[src/rtl/calc_pkg.sv]
// Shared definitions for the calculator sequencer: state and operation
// encodings plus the default operand width.
package calc_pkg;

  localparam int CALC_WIDTH = 4;

  typedef enum logic [1:0] {
    ST_IDLE    = 2'd0,
    ST_COMPUTE = 2'd1,
    ST_DONE    = 2'd2
  } state_t;

  typedef enum logic {
    OP_ADD = 1'b0,
    OP_SUB = 1'b1
  } op_t;

endpackage

[src/rtl/calc_result_reg.sv]
// Enabled result register with asynchronous active-low reset. Holds the
// WIDTH+1-bit result (carry/borrow in the MSB) for the display stage.
module calc_result_reg
  import calc_pkg::*;
#(
  parameter int WIDTH = CALC_WIDTH
) (
  input  logic           clk,
  input  logic           reset_n,
  input  logic           enable,
  input  logic [WIDTH:0] d,
  output logic [WIDTH:0] q
);

  logic [WIDTH:0] r_q;

  // Capture d only when enabled; otherwise hold for display.
  always_ff @(posedge clk or negedge reset_n) begin
    if (!reset_n) begin
      r_q <= '0;
    end else if (enable) begin
      r_q <= d;
    end
  end

  assign q = r_q;

endmodule

[src/rtl/calc_sequencer.sv]
// Calculator control block: captures operands A and B on load strobes and
// runs a bit-serial add or subtract over WIDTH cycles, then parks the
// WIDTH+1-bit result in calc_result_reg.
//
// Strobe semantics: load_a, load_b, start and clear are single-cycle
// strobes sampled on the rising edge of clk; there is no ready/ack. When
// several are high in the same cycle only the highest-priority one acts
// (clear > start > load_a > load_b) and the rest are dropped. In COMPUTE
// only clear is honoured. A start without both operands loaded is
// answered with a one-cycle err pulse in the following cycle.
module calc_sequencer
  import calc_pkg::*;
#(
  parameter int WIDTH = CALC_WIDTH
) (
  input  logic             clk,
  input  logic             reset_n,
  input  logic [WIDTH-1:0] operand,
  input  logic             op_sub,
  input  logic             load_a,
  input  logic             load_b,
  input  logic             start,
  input  logic             clear,
  output logic [WIDTH:0]   result,
  output logic             result_valid,
  output logic             busy,
  output logic             err,
  output logic [1:0]       state
);

  localparam int CW = (WIDTH > 1) ? $clog2(WIDTH) : 1;

  state_t           r_state;
  state_t           w_next;

  logic [WIDTH-1:0] r_a;
  logic [WIDTH-1:0] r_b;
  logic             r_a_ok;
  logic             r_b_ok;
  logic [WIDTH-1:0] r_sa;
  logic [WIDTH-1:0] r_sb;
  logic [WIDTH-2:0] r_sr;
  logic             r_carry;
  logic [CW-1:0]    r_cnt;
  op_t              r_op;
  logic             r_err;

  logic             w_start_go;
  logic             w_start_rej;
  logic             w_cap_a;
  logic             w_cap_b;
  logic             w_res_en;
  logic [WIDTH:0]   w_res_d;
  logic             w_sum_bit;
  logic             w_cout;
  logic             w_msb;
  logic             w_last;

  // Serial full adder on the LSBs of the shift registers.
  always_comb begin
    w_sum_bit = r_sa[0] ^ r_sb[0] ^ r_carry;
    w_cout    = (r_sa[0] & r_sb[0]) | (r_carry & (r_sa[0] ^ r_sb[0]));
    // Subtract runs as A + ~B + 1, so the carry out is the inverse of borrow.
    w_msb     = (r_op == OP_SUB) ? ~w_cout : w_cout;
    w_last    = (r_cnt == CW'(WIDTH - 1));
    w_res_d   = clear ? '0 : {w_msb, w_sum_bit, r_sr};
  end

  // State register.
  always_ff @(posedge clk or negedge reset_n) begin
    if (!reset_n) begin
      r_state <= ST_IDLE;
    end else begin
      r_state <= w_next;
    end
  end

  // Next-state and control decode, applying strobe priority.
  always_comb begin
    w_next      = r_state;
    w_start_go  = 1'b0;
    w_start_rej = 1'b0;
    w_cap_a     = 1'b0;
    w_cap_b     = 1'b0;
    w_res_en    = 1'b0;
    if (clear) begin
      w_next   = ST_IDLE;
      w_res_en = 1'b1;
    end else begin
      case (r_state)
        ST_IDLE: begin
          if (start) begin
            if (r_a_ok && r_b_ok) begin
              w_start_go = 1'b1;
              w_next     = ST_COMPUTE;
            end else begin
              w_start_rej = 1'b1;
            end
          end else if (load_a) begin
            w_cap_a = 1'b1;
          end else if (load_b) begin
            w_cap_b = 1'b1;
          end
        end
        ST_COMPUTE: begin
          if (w_last) begin
            w_res_en = 1'b1;
            w_next   = ST_DONE;
          end
        end
        ST_DONE: begin
          // Both flags are necessarily set here, so start always proceeds.
          if (start) begin
            w_start_go = 1'b1;
            w_next     = ST_COMPUTE;
          end else if (load_a) begin
            w_cap_a = 1'b1;
            w_next  = ST_IDLE;
          end else if (load_b) begin
            w_cap_b = 1'b1;
            w_next  = ST_IDLE;
          end
        end
        default: begin
          w_next = ST_IDLE;
        end
      endcase
    end
  end

  // Operand capture, serial datapath and err pulse.
  always_ff @(posedge clk or negedge reset_n) begin
    if (!reset_n) begin
      r_a     <= '0;
      r_b     <= '0;
      r_a_ok  <= 1'b0;
      r_b_ok  <= 1'b0;
      r_sa    <= '0;
      r_sb    <= '0;
      r_sr    <= '0;
      r_carry <= 1'b0;
      r_cnt   <= '0;
      r_op    <= OP_ADD;
      r_err   <= 1'b0;
    end else begin
      r_err <= w_start_rej;
      if (clear) begin
        r_a    <= '0;
        r_b    <= '0;
        r_a_ok <= 1'b0;
        r_b_ok <= 1'b0;
      end else if (w_start_go) begin
        r_sa    <= r_a;
        r_sb    <= op_sub ? ~r_b : r_b;
        r_sr    <= '0;
        r_carry <= op_sub;
        r_cnt   <= '0;
        r_op    <= op_sub ? OP_SUB : OP_ADD;
      end else if (w_cap_a) begin
        r_a    <= operand;
        r_a_ok <= 1'b1;
      end else if (w_cap_b) begin
        r_b    <= operand;
        r_b_ok <= 1'b1;
      end else if (r_state == ST_COMPUTE) begin
        r_sr    <= {w_sum_bit, r_sr[WIDTH-2:1]};
        r_sa    <= {1'b0, r_sa[WIDTH-1:1]};
        r_sb    <= {1'b0, r_sb[WIDTH-1:1]};
        r_carry <= w_cout;
        r_cnt   <= r_cnt + 1'b1;
      end
    end
  end

  calc_result_reg #(
    .WIDTH (WIDTH)
  ) u_result_reg (
    .clk     (clk),
    .reset_n (reset_n),
    .enable  (w_res_en),
    .d       (w_res_d),
    .q       (result)
  );

  assign result_valid = (r_state == ST_DONE);
  assign busy         = (r_state == ST_COMPUTE);
  assign err          = r_err;
  assign state        = r_state;

endmodule

[config.mk]
export PLATFORM = sky130hd
export DESIGN_NAME = calc_sequencer
export DESIGN_NICKNAME = d
export VERILOG_FILES = /design/src/rtl/calc_pkg.sv /design/src/rtl/calc_result_reg.sv /design/src/rtl/calc_sequencer.sv
export SDC_FILE = /design/constraint.sdc
export NUM_CORES = 1
export LEC_CHECK = 0
export BUFFER_PORTS_ARGS = -buffer_cell sky130_fd_sc_hd__buf_2
export CORE_MARGIN = 1
export CORE_UTILIZATION = 60
export CTS_CLUSTER_DIAMETER = 100
export DETAILED_ROUTE_END_ITERATION = 10
export GPL_TIMING_DRIVEN = 0
export PLACE_DENSITY = 0.83
export RECOVER_POWER = 25
export SLEW_MARGIN = 20
export SYNTH_ARGS = -nofsm -noshare
export SYNTH_HDL_FRONTEND = slang
export SYNTH_SLANG_ARGS = --single-unit
[constraint.sdc]
create_clock -name clk -period 2.81 [get_ports clk]
set_clock_uncertainty 0.15 [all_clocks]
set_input_delay 0.1405 -clock clk [delete_from_list [all_inputs] [get_ports clk]]
set_output_delay 0.1405 -clock clk [all_outputs]
set_load 0.005 [all_outputs]
==> run metrics <==
Lkg Pwr 0.893 nW; clock latency reported for the late side of the worst-skew pair approximately 0.34 ns; H-tree Lvls 2; placer congestion estimate 0.814; final-layout worst hold slack roughly 0.034 ns; wire length per cell 16.0 um; CTS tree done; Syn. warnings 0; count of buffers from port buffering 19; maximum vdd ir drop between 0.0004 and 0.0005 V; CP Capture Type async pin; startpoint of the worst hold path start; global route total overflow 0; wire length of the first global-routing pass 4990 um; total power divided by cell area approximately 620 nW/um2; share of cells above drive strength 1 around a quarter; FF+latch count, synth 33; fin crit share 68.0%; hold worst-path end r_a_ok$_DFFE_PN0P_; starting density of the core 65.7%; height of the die 52.2 um; Overall Global Routing Usage 26.6%; Gate Count Post-Synth 133; cell family with the largest share of critical-path delay buffers and inverters; worst hold path depth 4; DRT Pass-1 Iters 4; Netlist cell types 29; worst hold path class primary input to register; worst-case clock buffer depth 2; number of endpoints failing setup at the final stage 0; vias in the first global route 1088; count of inserted antenna diode cells 0; Layout Area Growth over Synthesis 18.8%; number of I/O pins 21; crit start category primary input; net count after synthesis roughly 150; Clk pin slew, worst setup/hold paths 0.09 ns; post-layout min period between 1.5 and 2 ns; transition at the pin with the smallest max-transition slack 1.71 ns; Critical Path Start reset_n; Die Area roughly 2700 um2; CTS root buffer sky130_fd_sc_hd__clkbuf_4; post-route DRC violation count 0; floorplan core area 2300 um2; RSZ-0062 raised after global routing false; minimum setup slack among reg-to-reg paths 0.96 ns; total length of routed wires between 3000 and 4000 um; syn avg cell area ~11 um2; area of all sequential standard cells 826 um2; worst reg2reg path endpoint state[1]$_DFFE_PN0P_; count of vias placed by the detailed router 1131; Initial DRC Count 29; max_cap viols 1; mapped cell area ~1500 um2; max_slew headroom -14.0%; Setup Crit Path Kind primary input to async pin; largest cells by area after synthesis sky130_fd_sc_hd__dfrtp_1 55%, sky130_fd_sc_hd__mux2i_1 8.0%, sky130_fd_sc_hd__mux2_2 4.5%, sky130_fd_sc_hd__nor2_1 3.0%, sky130_fd_sc_hd__a221o_1 2.7%; peak per-stage delay on the critical path 1.23 ns; hpwl dp around 2100 um; number of cells on the worst reg-to-reg path 5; commonest cells after routing, fill and taps aside 33 x sky130_fd_sc_hd__dfrtp_1, 21 x sky130_fd_sc_hd__buf_2, 12 x sky130_fd_sc_hd__nor2_1, 12 x sky130_fd_sc_hd__mux2i_1, 10 x sky130_fd_sc_hd__nand2_1; std cell rows 17; critical path, cell by cell dlygate4sd3_1, clkbuf_1; arrival time of the worst setup path 1.90 ns; die width between 50 and 60 um; cell taking the most area after synthesis sky130_fd_sc_hd__dfrtp_1; most frequent standard cell in the layout excluding fill and tap cells sky130_fd_sc_hd__dfrtp_1; count of buffer and inverter cells on the critical path 2; result of the run complete, but fails checks; fraction of the yosys area taken by sequential cells a little over half; post-detailed-route count of antenna-violating nets 0; critical path peak fanout 33; number of sinks on the clock net 33; Filler Cell Count 156; post_cts resized 0; post-layout power roughly 1.1 mW; max-slew violations 34; data required time of the worst path 2.80 ns; ratio of routed vias to standard cells approximately 5.8; number of nets in the layout between 150 and 200; violated checks max-capacitance violations, max-slew violations; portion of synthesized cell area occupied by the leading cell type around 55%; startpoint of the most critical register-to-register path state[0]$_DFFE_PN0P_; maximum number of pins on one net before global-route repair 34; multi-input gate area in the final layout 631 um2; total clock buffers created by CTS 5; Fmax 0.523 GHz; number of endpoints with negative hold slack in the final report 0; cell type of the slowest stage on the worst timing path sky130_fd_sc_hd__clkbuf_1; total negative setup slack 0 ns; antenna violations before repair 0
## sequential cells by signal, indices dropped and copies added (netlist names)
register	cells
err	1
r_a	4
r_a_ok	1
r_b	4
r_b_ok	1
r_carry	1
r_cnt	2
r_op	1
r_sa	4
r_sb	4
r_sr	3
state	2
u_result_reg.q	5
## kinds of logic (layout without fill, tap and decap cells)
kind of cell	Yosys count	after routing	share of synthesized area (%)
AOI/OAI and AO/OA	20	20	8.21
buffers and inverters	9	43	3.48
adders and majority gates	2	2	2.16
and+or+nand+nor	46	46	16.1
DFF	33	33	54.7
xor gates and xnor gates	5	5	2.90
muxes	18	18	12.4
## how the worst max path moves through the flow
stage,to,slack (ns),depth (start not counted)
floorplan,r_op$_DFFE_PN0P_,1.05,5
global placement,r_op$_DFFE_PN0P_,1.02,5
detailed placement,r_op$_DFFE_PN0P_,1.02,5
CTS,state[1]$_DFFE_PN0P_,0.97,5
global route,r_b[0]$_DFFE_PN0P_,0.51,2
finish,r_sr[2]$_DFFE_PN0P_,0.90,2
## routing by layer
| layer | vias up | wire length [um] | part of all wire, % | track usage [%] |
|---|---|---|---|---|
| met5 | - | 0 | 0 | 0 |
| met4 | 0 | 39 | 1.3 | 11.4 |
| met3 | 7 | 149 | 4.8 | 7.31 |
| met2 | 40 | 1580 | 51 | 41.5 |
| met1 | 559 | 1350 | 43 | 34.9 |
| li1 | 525 | - | - | - |
## what timing repair did
item / in CTS / in global routing
buffers inserted: 0 / 0
hold endpoints to repair: 38 / 0
hold buffers: 7 / 0
## tightest hold or removal path, delay by kind of cell
family	cells	cell delay, ns
buffers and inverters	1	0.12
and+or+nand+nor	3	0.23
## synthesized netlist by cell type (all sizes together)
cell,instances
nor3b,3
a21oi,7
dfrtp,33
inv,1
fa,1
nor2,13
mux2i,12
ha,1
nand3b,2
xnor2,3
mux2,6
or3b,2
o21ai,7
and2,1
o22ai,1
a221o,4
nand3,5
xor2,2
clkbuf,2
buf,6
a21o,1
nand2,10
nor2b,6
nor3,4
## per-stage QoR
step / instance area [um2] / instances / setup WS, ns / util [%]
4_1_cts: 1790 / 195 / 0.975 / 78.1
2_1_floorplan: 1510 / 133 / 1.05 / -
3_5_place_dp: 1640 / 180 / 1.02 / 71.4
3_3_place_gp: 1640 / 180 / 1.02 / 71.4
5_1_grt: 1790 / 195 / 0.510 / 78.1
6_report: 1790 / 195 / 0.899 / 78.1
## area by class of cell
class	instances	area share, %
clock buffer	7	3.07
sequential	33	46.1
clock inverter	1	1.67
timing repair buffer	26	9.14
buffer	8	2.72
inverter	1	0.209
tap	28	1.95
multi-input combinational	91	35.2
## where the power goes
group          switching (mW)  leakage, nW  internal [mW]
clock network           0.158       0.0455          0.212
registers              0.0445        0.442          0.538
logic                  0.0790        0.405         0.0862
Note: power is estimated with default switching activity, not from simulation.
